### config.mk
export PLATFORM = sky130hd
export DESIGN_NAME = if_stage
export DESIGN_NICKNAME = d
export VERILOG_FILES = /design/src/rtl/mips_pkg.sv /design/src/rtl/flopenr.sv /design/src/rtl/if_stage.sv
export SDC_FILE = /design/constraint.sdc
export NUM_CORES = 1
export LEC_CHECK = 0
export ABC_AREA = 1
export ABC_CLOCK_PERIOD_IN_PS = 1500
export CAP_MARGIN = 30
export CORE_MARGIN = 2
export CORE_UTILIZATION = 42
export CTS_CLUSTER_DIAMETER = 40
export DETAILED_ROUTE_END_ITERATION = 10
export GPL_TIMING_DRIVEN = 0
export PLACE_DENSITY = 0.84
export SLEW_MARGIN = 0
export SYNTH_ARGS = -nofsm -noshare
export SYNTH_HDL_FRONTEND = slang
export SYNTH_SLANG_ARGS = --single-unit
### constraint.sdc
create_clock -name clk -period 1.5 [get_ports clk]
set_input_delay 0.225 -clock clk [delete_from_list [all_inputs] [get_ports clk]]
set_output_delay 0.225 -clock clk [all_outputs]
set_load 0.02 [all_outputs]
### src/rtl/mips_pkg.sv
// Shared types and constants for the MIPS fetch stage.
package mips_pkg;

  // Next-PC source select driven by decode.
  typedef enum logic [1:0] {
    PC_SEQ = 2'b00,
    PC_BR  = 2'b01,
    PC_J   = 2'b10,
    PC_JR  = 2'b11
  } pcsrc_t;

  // Size of one instruction in bytes; the sequential PC step.
  localparam logic [31:0] INSTR_BYTES = 32'd4;

  // Encoding loaded into IF/ID when it is empty or squashed (sll $0,$0,0).
  localparam logic [31:0] NOP_INSTR   = 32'h0000_0000;

endpackage

### src/rtl/flopenr.sv
// Register with asynchronous active-low reset, synchronous clear and
// synchronous enable. Clear wins over enable and loads RESET_VAL.
module flopenr #(
  parameter int               WIDTH     = 32,
  parameter logic [WIDTH-1:0] RESET_VAL = '0
) (
  input  logic             i_clk,
  input  logic             i_rst_n,
  input  logic             i_en,
  input  logic             i_clr,
  input  logic [WIDTH-1:0] i_d,
  output logic [WIDTH-1:0] o_q
);

  logic [WIDTH-1:0] r_q;

  // Reset/clear to RESET_VAL, otherwise load when enabled.
  always_ff @(posedge i_clk or negedge i_rst_n) begin
    if (!i_rst_n) begin
      r_q <= RESET_VAL;
    end else if (i_clr) begin
      r_q <= RESET_VAL;
    end else if (i_en) begin
      r_q <= i_d;
    end
  end

  assign o_q = r_q;

endmodule

### src/rtl/if_stage.sv
// Instruction-fetch stage: PC register, next-PC selection, IF/ID pipeline
// register, sticky misaligned-redirect flag and retired-fetch counter.
//
// Flow control: valid_d qualifies instr_d/pcplus4_d towards decode. stall
// acts as "decode not ready": while it is high and no redirect is requested
// the PC and IF/ID hold. A redirect (pcsrc != 00) always moves the PC, and
// flush always empties IF/ID; an instruction is accepted (and counted) only
// on an edge with stall=0 and flush=0.
module if_stage
  import mips_pkg::*;
#(
  parameter int               WIDTH    = 32,
  parameter logic [WIDTH-1:0] RESET_PC = '0,
  parameter int               CNT_W    = 16
) (
  input  logic             clk,
  input  logic             rst,
  input  logic             stall,
  input  logic             flush,
  input  logic [1:0]       pcsrc,
  input  logic [WIDTH-1:0] branch_target,
  input  logic [WIDTH-1:0] jump_target,
  input  logic [WIDTH-1:0] jr_target,
  output logic [WIDTH-1:0] imem_addr,
  input  logic [WIDTH-1:0] imem_rdata,
  output logic [WIDTH-1:0] pc_f,
  output logic [WIDTH-1:0] instr_d,
  output logic [WIDTH-1:0] pcplus4_d,
  output logic             valid_d,
  output logic             misalign,
  output logic [CNT_W-1:0] fetch_count
);

  pcsrc_t           w_pcsrc;
  logic [WIDTH-1:0] w_pc;
  logic [WIDTH-1:0] w_pcplus4_f;
  logic [WIDTH-1:0] w_target_raw;
  logic [WIDTH-1:0] w_pc_next;
  logic             w_redirect;
  logic             w_pc_en;
  logic             w_accept;
  logic [0:0]       w_valid_q;

  logic             r_misalign;
  logic [CNT_W-1:0] r_fetch_count;

  assign w_pcsrc     = pcsrc_t'(pcsrc);
  assign w_pcplus4_f = w_pc + WIDTH'(INSTR_BYTES);
  assign w_redirect  = (w_pcsrc != PC_SEQ);
  assign w_accept    = !flush && !stall;

  // Unmasked next-PC candidate chosen by pcsrc.
  always_comb begin
    w_target_raw = w_pcplus4_f;
    case (w_pcsrc)
      PC_SEQ:  w_target_raw = w_pcplus4_f;
      PC_BR:   w_target_raw = branch_target;
      PC_J:    w_target_raw = jump_target;
      PC_JR:   w_target_raw = jr_target;
      default: w_target_raw = w_pcplus4_f;
    endcase
  end

  // Redirect targets are word-aligned before loading; a redirect overrides stall.
  assign w_pc_next = {w_target_raw[WIDTH-1:2], 2'b00};
  assign w_pc_en   = w_redirect || !stall;

  flopenr #(.WIDTH(WIDTH), .RESET_VAL(RESET_PC)) u_pc (
    .i_clk   (clk),
    .i_rst_n (rst),
    .i_en    (w_pc_en),
    .i_clr   (1'b0),
    .i_d     (w_pc_next),
    .o_q     (w_pc)
  );

  // IF/ID fields: flush squashes to empty, stall holds, otherwise capture.
  flopenr #(.WIDTH(WIDTH), .RESET_VAL(WIDTH'(NOP_INSTR))) u_instr_d (
    .i_clk   (clk),
    .i_rst_n (rst),
    .i_en    (!stall),
    .i_clr   (flush),
    .i_d     (imem_rdata),
    .o_q     (instr_d)
  );

  flopenr #(.WIDTH(WIDTH), .RESET_VAL('0)) u_pcplus4_d (
    .i_clk   (clk),
    .i_rst_n (rst),
    .i_en    (!stall),
    .i_clr   (flush),
    .i_d     (w_pcplus4_f),
    .o_q     (pcplus4_d)
  );

  flopenr #(.WIDTH(1), .RESET_VAL(1'b0)) u_valid_d (
    .i_clk   (clk),
    .i_rst_n (rst),
    .i_en    (!stall),
    .i_clr   (flush),
    .i_d     (1'b1),
    .o_q     (w_valid_q)
  );

  // Sticky flag: any redirect whose raw target is not word-aligned.
  always_ff @(posedge clk or negedge rst) begin
    if (!rst) begin
      r_misalign <= 1'b0;
    end else if (w_redirect && (w_target_raw[1:0] != 2'b00)) begin
      r_misalign <= 1'b1;
    end
  end

  // Count instructions accepted into IF/ID; wraps freely.
  always_ff @(posedge clk or negedge rst) begin
    if (!rst) begin
      r_fetch_count <= '0;
    end else if (w_accept) begin
      r_fetch_count <= r_fetch_count + 1'b1;
    end
  end

  assign pc_f        = w_pc;
  assign imem_addr   = w_pc;
  assign valid_d     = w_valid_q[0];
  assign misalign    = r_misalign;
  assign fetch_count = r_fetch_count;

endmodule

==> metrics.txt <==
IO Count 280; Crit. Startpoint u_pc.o_q[3]; crit share post-route 107.0%; H-tree Lvls 3; failing checks setup timing; ANT cells 0; Setup TNS -1.030 ns; CP Class register to register; register bit total from synthesis 110; VDD IR max slightly below 0.8 mV; later-pin clock latency in the skew report 0.36 ns; Clock power frac between 20% and 30%; Internal 6032 uW; Distinct cells, synth 32; commonest cells after routing, fill and taps aside 275 x nand2_1, 129 x clkdlybuf4s50_1, 121 x dlygate4sd2_1, 99 x buf_4, 81 x dfrtp_1; Placer Congestion 0.9240; Avg Synthesized Cell Area around 7.9 um2; Hold Path Origin flush; clk sinks between 100 and 150; fmax ~620 MHz; DRT Wirelength roughly 22 mm; Syn Inst Count 761; Max Transition Viols Final 0; Warnings, synthesis 0; DR vias/cell a little over 5; port bufs 273; worst endpoint data arrival time between 1.5 and 2 ns; detailed placement HPWL 15.50 mm; total grt overflow 0; status finished, violations left; Post-route DRC 0; P&R area growth vs syn 68.10%; Switching Share about a third; pre-CTS setup slack -0.5156 ns; critical path fanouts, max 4; Bufs on Longest Clock Path 2; reg-to-reg startpoint u_pc.o_q[3]; Netlist Area Pre-Place around 0.0060 mm2; GRT Overall Usage about 27%; worst slew pin tran between 0.5 and 0.6 ns; commonest non-fill, non-tap cell in the layout nand2_1; Seq/Total Area, Yosys between 40% and 50%; max capacitance violation total 0; share of layout cells above drive strength 1 24.75%; minimum clock period 1.605 ns; Critical Path RT about 1.8 ns; vias in the first global route 6,019; core box area 0.01388 mm2; nets 1,250; FF/Latch Area 0.002789 mm2; Critical Path Start Type register; RSZ-0062 raised after global routing true; fin area roughly 0.01 mm2; Final Util between 70% and 80%; drt first-iter violations between 500 and 600; switching power approximately 3000 uW; area of the multi-input gates between 0.003 and 0.004 mm2; Fillers between 1k and 1.5k; initial core utilization a little over two fifths; final hold vios 0; Final Setup Violations 28; number of CTS-inserted buffers 9; Die H 123.3 um; Seq pwr share 38.9%; first-pass GRT wire length between 30 and 40 mm; Leak roughly 0.005 uW; DIE WIDTH about 120 um; root buffer cell clkbuf_16; drt pass-1 iters 5; Clock Pin Slew Worst Setup and Hold Paths 0.08 ns; Row Count 43; clock skew around 0.010 ns; Hold WC Path Type primary input to register; dpl cell area approximately 0.009 mm2; power share of the combinational group around a third; CTS tree done; initial antenna violation count 0; largest net degree at the start of global routing between 70 and 80; WL per Instance roughly 17 um; final antenna-violating net count 0; pwr/cell area about 900 mW/mm2; max_slew headroom approximately 64%; Final WS setup -0.1047 ns; die area around 0.015 mm2; vias post-DR 6,619; Crit. End Element register
[final timing paths]
path,endpoint,slack [ns],depth (start not counted)
max,u_pc.o_q[7],-0.10,8
min,u_valid_d.o_q,0.22,2
max reg2reg,u_pc.o_q[7],-0.10,8
min reg2reg,u_pcplus4_d.o_q[19],0.48,2
max in group asynchronous,u_pc.o_q[6],0.34,3
min in group asynchronous,u_pcplus4_d.o_q[22],0.39,2
[critical path: stages (launching register included)]
cell	delay (ns)
dfrtp_2	0.43
buf_6	0.13
nand2_4	0.05
nor2_4	0.17
nand2_4	0.10
buf_4	0.15
xnor2_1	0.30
nand2_1	0.11
nand3_1	0.09
[cell families (layout without fill, tap and decap cells)]
group	Yosys count	in the layout	synth area share (%)
AO/OA/AOI/OAI	83	83	9.502
AND/OR/NAND/NOR	436	436	30.87
adder cells (fa/ha/maj)	2	2	0.4185
other	1	6	0.06273
buffers and inverters	104	457	9.188
XOR/XNOR	25	25	3.914
flip-flops	110	110	46.04
[area by class of cell]
class                   instances  area share, %
clock buffers                  10          2.378
well taps                     180          2.241
plain buffers                  62          4.084
repair buffers                337          30.59
flip-flops and latches        110          27.75
clock inverters                 6         0.6723
inverters                      42          1.594
multi-input cells             552          30.69
[registers in the layout (all words and copies together), names as in the netlist]
register	count
fetch_count	16
misalign	1
u_instr_d.o_q	32
u_pc.o_q	30
u_pcplus4_d.o_q	30
u_valid_d.o_q	1
[timing repair]
action / in CTS / in global routing
hold buffers: 1 / 0
pin swaps: 12 / 28
endpoints found under the hold margin: 38 / 0
resized for setup: 214 / 108
setup buffers: 39 / 23
endpoints found under the setup margin: 229 / 66
[Yosys cell counts]
| library cell | count | share of area (%) |
|---|---|---|
| nor2_2 | 9 | 0.94 |
| o22ai_1 | 1 | 0.10 |
| xor2_1 | 13 | 1.9 |
| inv_1 | 41 | 2.6 |
| conb_1 | 1 | 0.063 |
| nand2_1 | 296 | 19 |
| nand3b_1 | 3 | 0.38 |
| xnor2_1 | 10 | 1.5 |
| nor2_8 | 1 | 0.33 |
| nand2_2 | 3 | 0.31 |
| nand4_1 | 2 | 0.21 |
| nand3_2 | 1 | 0.17 |
| clkbuf_1 | 7 | 0.44 |
| a31oi_1 | 2 | 0.21 |
| xor2_2 | 2 | 0.54 |
| a221oi_1 | 1 | 0.15 |
| nor2_4 | 6 | 1.1 |
| and2_1 | 1 | 0.10 |
| nand3_1 | 59 | 4.9 |
| nand2_4 | 2 | 0.38 |
| o21a_1 | 1 | 0.13 |
| dfrtp_1 | 110 | 46 |
| buf_4 | 36 | 4.5 |
| nor3_1 | 3 | 0.25 |
| o21ai_1 | 3 | 0.25 |
| nor2_1 | 50 | 3.1 |
| a22o_1 | 38 | 5.6 |
| a21oi_1 | 27 | 2.3 |
| ha_1 | 2 | 0.42 |
| o21ai_0 | 10 | 0.84 |
| inv_2 | 1 | 0.063 |
| buf_2 | 19 | 1.6 |
[power by group through the flow]
stage / Combinational [uW] / Clock, uW / Sequential, uW
CTS: 2750 / 2510 / 3530
detailed placement: 2670 / 0 / 3650
global placement: 2630 / 0 / 3640
floorplan: 934 / 0 / 3900
finish: 3050 / 2490 / 3520
global route: 3250 / 2630 / 3560
[routing by layer]
metal / GRT usage (%) / vias to the layer above / wire length (um)
met3: 5.766 / 67 / 1770
met2: 44.81 / 344 / 11100
met5: 0 / - / 0
met1: 35.98 / 3106 / 8762
li1: - / 3102 / -
met4: 9.943 / 0 / 695
[stage by stage]
stage               hold slack, ns  total power, uW  cells
floorplan                 -0.07059             4834    766
global placement            0.4634             6266   1219
detailed placement          0.2353             6320   1220
CTS                         0.4039             8792   1276
global route                0.2391             9439   1299
finish                      0.2183             9064   1299
Note: power is estimated with default switching activity, not from simulation.
